$ cat src/rtl/nibble_tx_pkg.sv
// Shared types and constants for the nibble serial transmitter.
// The PARITY code is always reserved; it is only reachable with NIBBLE_TX_PARITY_EN.
package nibble_tx_pkg;

    typedef enum logic [2:0] {
        S_IDLE   = 3'd0,
        S_START  = 3'd1,
        S_DATA   = 3'd2,
        S_PARITY = 3'd3,
        S_STOP   = 3'd4
    } state_t;

    localparam logic TXD_IDLE  = 1'b1;
    localparam logic TXD_START = 1'b0;

    // Counter width that never collapses to zero bits for a modulus of 1.
    function automatic int cnt_w(input int n);
        return (n <= 1) ? 1 : $clog2(n);
    endfunction

endpackage

$ cat src/rtl/nibble_serial_tx_tick.sv
// Bit-period timer: pulses bit_end on the last cycle of each serial bit.
// It is held at zero whenever en is low, so every frame starts on a clean bit boundary.
module bit_tick_gen
    import nibble_tx_pkg::*;
#(
    parameter int CLKS_PER_BIT = 4
) (
    input  logic gclk,
    input  logic grst_n,
    input  logic en,
    output logic bit_end
);

    localparam int CW = cnt_w(CLKS_PER_BIT);
    localparam logic [CW-1:0] CNT_TOP = CW'(CLKS_PER_BIT - 1);

    logic [CW-1:0] cnt;

    // When CLKS_PER_BIT is 1, CNT_TOP is 0 and the counter never leaves 0.
    assign bit_end = en && (cnt == CNT_TOP);

    always_ff @(posedge gclk or negedge grst_n) begin
        if (!grst_n)
            cnt <= '0;
        else if (!en || bit_end)
            cnt <= '0;
        else
            cnt <= cnt + CW'(1);
    end

endmodule

$ cat src/rtl/nibble_serial_tx.sv
// Serial framer: start bit, DATA_W data bits LSB first, optional even parity, stop bit.
// Defining NIBBLE_TX_PARITY_EN inserts the parity bit between the data bits and the stop bit.
module nibble_serial_tx
    import nibble_tx_pkg::*;
#(
    parameter int DATA_W       = 4,
    parameter int CLKS_PER_BIT = 4
) (
    input  logic              CLK,
    input  logic              RST,
    input  logic              Ce,
    input  logic [DATA_W-1:0] Din,
    output logic              Rdy,
    output logic              Txd,
    output logic              Busy
);

    localparam int BW = cnt_w(DATA_W);
    localparam logic [BW-1:0] LAST_BIT = BW'(DATA_W - 1);

    state_t            state, state_nxt;
    logic [DATA_W-1:0] shreg;
    logic [BW-1:0]     bidx;
    logic              bit_end;
    logic              accept;
`ifdef NIBBLE_TX_PARITY_EN
    logic              par;
`endif

    assign accept = Ce && (state == S_IDLE);

    bit_tick_gen #(.CLKS_PER_BIT(CLKS_PER_BIT)) u_tick (
        .gclk    (CLK),
        .grst_n  (RST),
        .en      (state != S_IDLE),
        .bit_end (bit_end)
    );

    always_ff @(posedge CLK or negedge RST) begin
        if (!RST)
            state <= S_IDLE;
        else
            state <= state_nxt;
    end

    always_comb begin
        state_nxt = state;
        case (state)
            S_IDLE:   if (Ce)      state_nxt = S_START;
            S_START:  if (bit_end) state_nxt = S_DATA;
            S_DATA:
                if (bit_end && bidx == LAST_BIT) begin
`ifdef NIBBLE_TX_PARITY_EN
                    state_nxt = S_PARITY;
`else
                    state_nxt = S_STOP;
`endif
                end
            S_PARITY: if (bit_end) state_nxt = S_STOP;
            S_STOP:   if (bit_end) state_nxt = S_IDLE;
            default:               state_nxt = S_IDLE;
        endcase
    end

    // Parity is taken from the word at accept time, so shifting cannot disturb it.
    always_ff @(posedge CLK or negedge RST) begin
        if (!RST) begin
            shreg <= '0;
            bidx  <= '0;
`ifdef NIBBLE_TX_PARITY_EN
            par   <= 1'b0;
`endif
        end else if (accept) begin
            shreg <= Din;
            bidx  <= '0;
`ifdef NIBBLE_TX_PARITY_EN
            par   <= ^Din;
`endif
        end else if (state == S_DATA && bit_end) begin
            shreg <= shreg >> 1;
            bidx  <= (bidx == LAST_BIT) ? '0 : bidx + BW'(1);
        end
    end

    // Outputs decode registered state only; async reset forces the line idle at once.
    always_comb begin
        Txd = TXD_IDLE;
        case (state)
            S_START: Txd = TXD_START;
            S_DATA:  Txd = shreg[0];
`ifdef NIBBLE_TX_PARITY_EN
            S_PARITY: Txd = par;
`endif
            default: Txd = TXD_IDLE;
        endcase
    end

    assign Rdy  = (state == S_IDLE);
    assign Busy = (state != S_IDLE);

endmodule

$ cat config.mk
export PLATFORM = sky130hd
export DESIGN_NAME = nibble_serial_tx
export DESIGN_NICKNAME = d
export VERILOG_FILES = /design/src/rtl/nibble_tx_pkg.sv /design/src/rtl/nibble_serial_tx_tick.sv /design/src/rtl/nibble_serial_tx.sv
export SDC_FILE = /design/constraint.sdc
export NUM_CORES = 1
export LEC_CHECK = 0
export BUFFER_PORTS_ARGS = -buffer_cell sky130_fd_sc_hd__buf_2
export CAP_MARGIN = 30
export CORE_AREA = 10 10 47 49
export CTS_CLUSTER_SIZE = 28
export DETAILED_ROUTE_END_ITERATION = 10
export DIE_AREA = 0 0 57 59
export HOLD_SLACK_MARGIN = 0.03
export MAX_ROUTING_LAYER = met4
export PLACE_DENSITY = 0.73
export SLEW_MARGIN = 30
export SYNTH_ARGS = -nofsm -noshare
export SYNTH_HDL_FRONTEND = slang
export SYNTH_SLANG_ARGS = --single-unit
export TNS_END_PERCENT = 5
$ cat constraint.sdc
create_clock -name CLK -period 1.4 [get_ports CLK]
set_clock_uncertainty 0.05 [all_clocks]
set_input_delay 0.14 -clock CLK [delete_from_list [all_inputs] [get_ports CLK]]
set_output_delay 0.14 -clock CLK [all_outputs]
set_load 0.03 [all_outputs]
==> results of run 1 <==
[state kept, by name (all words and copies together), names as in the netlist]
signal and cells:
state 3, bidx 2, u_tick.cnt 2, shreg 4
[Yosys cell counts, types with 2 or more instances]
master    n  area, um2
ha_1      2       25.0
buf_6     2       22.5
nand2_1   5       18.8
inv_1     4       15.0
a22oi_1   3       22.5
nor2b_1   2       12.5
dfrtp_1  11        275
nor3_1    2       10.0
nor2_1    4       15.0
a21oi_1   2       10.0
o21ai_0   8       40.0
[per-stage QoR]
stage / hold slack (ns) / setup TNS (ns)
global route: 0.104 / -0.474
floorplan: -0.206 / 0
finish: 0.0794 / -0.0813
CTS: 0.0709 / -0.0702
detailed placement: -0.0233 / 0
global placement: -0.0296 / 0
[cells by family (layout without fill, tap and decap cells)]
family          count (synthesis)  after routing  share of synthesized area
flops                          11             11                      0.473
simple gates                   22             22                      0.277
fa+ha+maj                       2              2                     0.0430
compound gates                 13             13                      0.125
mux                             1              1                     0.0172
buf+inv                         6             31                     0.0645
[worst paths after layout]
kind	start	to	slack (ns)	cells after the start
worst max-delay path	state[0]$_DFFE_PN0P_	Txd	-0.05	4
worst min-delay path	Din[0]	shreg[0]$_DFFE_PN0P_	0.08	3
worst max register to register	state[0]$_DFFE_PN0P_	shreg[1]$_DFFE_PN0P_	0.02	5
worst min register to register	u_tick.cnt[0]$_DFF_PN0_	u_tick.cnt[0]$_DFF_PN0_	0.40	1
max in group asynchronous	RST	state[0]$_DFFE_PN0P_	0.86	2
min in group asynchronous	RST	u_tick.cnt[1]$_DFF_PN0_	0.22	2
[critical path: stages, from the launching register on]
cell and delay [ns]:
dfrtp_2 0.41, nor2b_4 0.17, a21oi_1 0.04, or2_1 0.23, buf_6 0.15
[what timing repair did]
item	CTS	global route
setup buffers	6	0
hold buffers	3	0
gates cloned	0	0
hold endpoints to repair	13	0
setup endpoints to repair	3	8
gates resized for setup	12	4
pin swaps	2	1
[cell type report]
| class | instances | area, um2 | share of cell area |
|---|---|---|---|
| tap | 16 | 20.0 | 0.0247 |
| clock buffer | 4 | 26.3 | 0.0324 |
| timing repair buffer | 23 | 180 | 0.222 |
| inverter | 4 | 15.0 | 0.0185 |
| multi-input combinational | 38 | 290 | 0.358 |
| sequential | 11 | 279 | 0.344 |
[power breakdown]
group / switching, mW / internal (mW) / total [mW]
logic: 0.454 / 0.488 / 0.942
registers: 0.0999 / 0.456 / 0.555
clock network: 0.105 / 0.110 / 0.215
total: 0.659 / 1.05 / 1.71
[routing by layer]
layer	share of wire	up-vias	GRT usage	routed length [um]
met3	0.069	2	0.0300	85
met5	0	-	-	0
met2	0.49	11	0.140	603
li1	-	242	-	-
met4	0.016	0	0.0403	20
met1	0.42	226	0.0827	517
==> key figures, run 1 <==
Run status
  • Status: complete, but fails checks
  • Failing checks: setup timing

Clock network
  • CTS clock-pin slew for the worst setup and hold paths: around 0.070 ns
  • Worst skew pair latency: about 0.27 ns
  • TritonCTS Buffers: 3
  • H-tree depth: 1
  • Clk root buf: clkbuf_4
  • Deepest clock path buffer count: 2
  • Clock Sinks: 11
  • CTS tree: done

Synth
  • Sequential area share after synthesis: 0.473
  • Synthesized instance count: 55
  • Syn_area_per_cell: 10.6 um2
  • #FFs+latches synth: 11
  • Cell Area, Synth: 582 um2
  • Synthesized Nets: 64
  • Main flop type after synthesis: dfrtp_1
  • Async set-reset flop share out of synthesis: 1.00
  • Synth warnings: 0
  • Count of cell types in the netlist: 21
  • Post-synth EDFFs: 0

Layout
  • Area delta synth->final: 39.4%
  • Share of layout cells above drive strength 1: 0.400
  • Final core occ: 0.579
  • Commonest non-fill, non-tap cell in the layout: buf_4
  • Final Cell Area: 811 um2
  • Commonest non-fill, non-tap cells in the layout: 10 x buf_4, 8 x dfrtp_1, 6 x buf_2
  • NumNets Final: 90
  • Post-Layout Cell Count: 96
  • Layout fillers: ~130
  • # diodes: 0

Detailed routing
  • Vias: between 400 and 500
  • Iter 0 DRT Violations: 18
  • First-pass iteration count of the detailed router: 4
  • Average vias per placed instance: roughly 5
  • WL final: 1230 um
  • Avg WL per Cell: 12.8 um
  • Detail Route Antenna Nets: 0
  • Number of remaining DRC errors: 0

Timing
  • Fin. Hold Viols: 0
  • Finish-stage setup viols: 3
  • Max Clk Rate: roughly 0.69 GHz
  • Minimum clock period: 1.45 ns
  • RSZ-0062 raised after global routing: yes
  • Rel. slew slack: 0.835
  • Crit share post-route: 1.04
  • Final Max Slew Viols: 0
  • Worst Slack Setup Final: -0.0497 ns
  • Worst Tran Pin Value: 0.248 ns

Power and ir drop
  • Leakage: 0.384 nW
  • VDD IR max: 1110 uV
  • Power Density: 2110 mW/mm2
  • Pwr Total: 1.71 mW

Placement
  • Placed Instances: 83
  • Port bufs: 9
  • Placed cell area: 673 um2
  • RD Place Congestion: around 0.71
  • Detailed placer's ending HPWL: 848 um
  • Place WS: around 0.045 ns

Worst setup path
  • Crit path max fanout: 4
  • Worst path arrival time: ~1.3 ns
  • Crit path launch type: register
  • Crit. End Element: primary output
  • Critical path type: reg -> out
  • Critical path required time: 1.21 ns

Global routing
  • Vias in the first global route: a little over 500
  • Grt ovf: 0
  • Gr usage total: 0.0825
  • Largest net degree at the start of global routing: 12
  • Initial antenna violation count: 0
  • Global-route wire length before repair: approximately 2200 um

Die
  • FP Rows: 14
  • Core Area: between 0.001 and 0.0015 mm2
  • IO Count: 10
  • Die width: 57 um
  • Die Y: 59 um
  • Die ar.: 0.00336 mm2
  • Initial Util: 0.415

Run
  • Max-Cap Viols: 0

Min path
  • Min-delay worst type: in -> reg
Note: power is estimated with default switching activity, not from simulation.
==> inputs of run 2 (changes only) <==
Clock period 1.4 ns to 1.7 ns, I/O delays scaled along.
==> key figures, run 2 (synthesized netlist as in run 1, its figures left out) <==
Clock network
  • CTS tree: done
  • Deepest clock path buffer count: 2 (unchanged)
  • Post-CTS setup buffers: 0 (-6)
  • Worst skew pair latency: 0.28 ns (about the same)
  • CTS clock-pin slew for the worst setup and hold paths: 0.07 ns (about the same)
  • Clock Sinks: 11 (unchanged)
  • Clk root buf: clkbuf_4
  • TritonCTS Buffers: 3 (unchanged)
  • H-tree depth: 1 (unchanged)

Layout
  • Max reg flops: 4 (unchanged)
  • NumNets Final: 77 (-14%)
  • Final Cell Area: 668 um2 (-18%)
  • Post-Layout Cell Count: 83 (-14%)
  • Commonest non-fill, non-tap cells in the layout: 9 x dfrtp_1, 9 x buf_2, 8 x o21ai_0
  • # diodes: 0 (unchanged)
  • Most flop-heavy register: shreg
  • Share of layout cells above drive strength 1: 0.269 (-0.131)
  • Area delta synth->final: 14.8%
  • Final core occ: 0.477 (-0.102)
  • Top flop regs: shreg: 4 flops, state: 3 flops

Detailed routing
  • Average vias per placed instance: 5.16 (+2.9%)
  • Met2 WL: 446 um (-26%)
  • Iter 0 DRT Violations: 1 (-17)
  • Vias: 428 (-11%)
  • DRT met1 WL: 554 um (+7.2%)
  • Highest metal used: met4
  • Number of remaining DRC errors: 0 (unchanged)
  • WL final: 1090 um (-11%)
  • WL met3: 55 um (-35%)
  • Detail Route Antenna Nets: 0 (unchanged)
  • Avg WL per Cell: 13.1 um (+2.6%)
  • First-pass iteration count of the detailed router: 4 (unchanged)

Timing
  • Fin. Hold Viols: 0 (unchanged)
  • Post-Route Setup TNS: 0 ns (+0.0813 ns)
  • Final Max Slew Viols: 0 (unchanged)
  • Rel. slew slack: 0.726 (-0.108)
  • Crit share post-route: 0.932
  • Minimum clock period: 1.58 ns
  • RSZ-0062 raised after global routing: no
  • Finish-stage setup viols: 0 (-3)
  • Max Clk Rate: 0.631 GHz
  • Worst Tran Pin Value: 0.409 ns (+0.161 ns)

Die
  • Die Y: 59 um (unchanged)
  • Initial Util: 0.415 (unchanged)
  • IO Count: 10 (unchanged)
  • Die ar.: 0.00336 mm2 (unchanged)
  • Core Area: 0.00140 mm2 (unchanged)
  • FP Rows: 14 (unchanged)
  • Die width: 57 um (unchanged)

Placement
  • RD Place Congestion: 0.688 (-3.7%)
  • Port bufs: 9 (unchanged)
  • Placed cell area: 629 um2 (-6.5%)
  • Placed Instances: 78 (-6.0%)
  • Detailed placer's ending HPWL: 788 um (-7.1%)

Power and ir drop
  • Power Density: 1720 mW/mm2 (-18%)
  • Leakage: 0.307 nW (-20%)
  • VDD IR max: 821 uV (-26%)
  • Pwr Total: 1.15 mW (-33%)

Run
  • Max-Cap Viols: 0 (unchanged)

Worst setup path
  • Crit. End Element: primary output
  • CP max stage delay: 0.49 ns (+0.08 ns)
  • Critical path required time: 1.48 ns (+0.27 ns)
  • Worst path arrival time: 1.36 ns (+0.10 ns)
  • Slowest-stage cell, CP: dfrtp_2
  • Worst path cell trace: nor2b_1 > a21oi_1 > or2_1 > buf_2
  • Crit path max fanout: 9 (+5)
  • Crit path launch type: register
  • Critical path type: reg -> out

Global routing
  • Largest net degree at the start of global routing: 12 (unchanged)
  • Grt ovf: 0 (unchanged)
  • Gr usage total: 0.0731 (-0.00934)
  • Global-route wire length before repair: 1930 um (-11%)
  • Vias in the first global route: 455 (-11%)
  • Initial antenna violation count: 0 (unchanged)

Run status
  • Status: finished, final reports clean

Min path
  • Min-delay worst type: in -> reg
-- run 2: per-stage QoR --
| step | worst slack [ns] | hold WS [ns] |
|---|---|---|
| 4_1_cts | 0.0152 | 0.0501 |
| 6_report | 0.116 | 0.0460 |
| 3_5_place_dp | 0.236 | 0.00608 |
| 2_1_floorplan | 0.142 | -0.176 |
| 5_1_grt | 0.0354 | 0.0779 |
| 3_3_place_gp | 0.304 | 0.000348 |
-- run 2: worst paths after layout --
check,to,startpoint,slack [ns],cells past startpoint
setup / recovery,Txd,state[1]$_DFFE_PN0P_,0.12,4
hold / removal,shreg[3]$_DFFE_PN0P_,Din[3],0.05,3
setup reg to reg,shreg[1]$_DFFE_PN0P_,u_tick.cnt[0]$_DFF_PN0_,0.29,4
hold reg to reg,u_tick.cnt[0]$_DFF_PN0_,u_tick.cnt[0]$_DFF_PN0_,0.39,1
max in group asynchronous,state[1]$_DFFE_PN0P_,RST,1.15,2
min in group asynchronous,u_tick.cnt[1]$_DFF_PN0_,RST,0.23,2
-- run 2: critical path, delay by kind of cell, from the launching register on --
family / cells / cell delay, ns
flip-flops: 1 / 0.49
AND/OR/NAND/NOR: 2 / 0.37
AO/OA/AOI/OAI: 1 / 0.05
buffers and inverters: 1 / 0.17
-- run 2: final cells by class --
type | count | area [um2]
Fill cell | 148 | 733
Sequential cell | 11 | 278
Multi-Input combinational cell | 38 | 274
Timing Repair Buffer | 10 | 55.1
Clock buffer | 4 | 26.3
Tap cell | 16 | 20.0
Inverter | 4 | 15.0
-- run 2: power breakdown --
part           total (mW)  switching [mW]  internal [mW]
sequential          0.496           0.121          0.375
combinational       0.466           0.260          0.205
clock               0.191          0.0996         0.0912
-- run 2: per-layer routing --
metal / GRT usage / up-vias
met5: - / -
li1: - / 214
met3: 0.0236 / 5
met2: 0.107 / 12
met1: 0.0829 / 197
met4: 0.0503 / 0
-- run 2: repair_timing --
item,CTS,global route
resized for setup,0,2
hold buffers,1,0
endpoints found under the hold margin,11,0
setup endpoints to repair,0,1
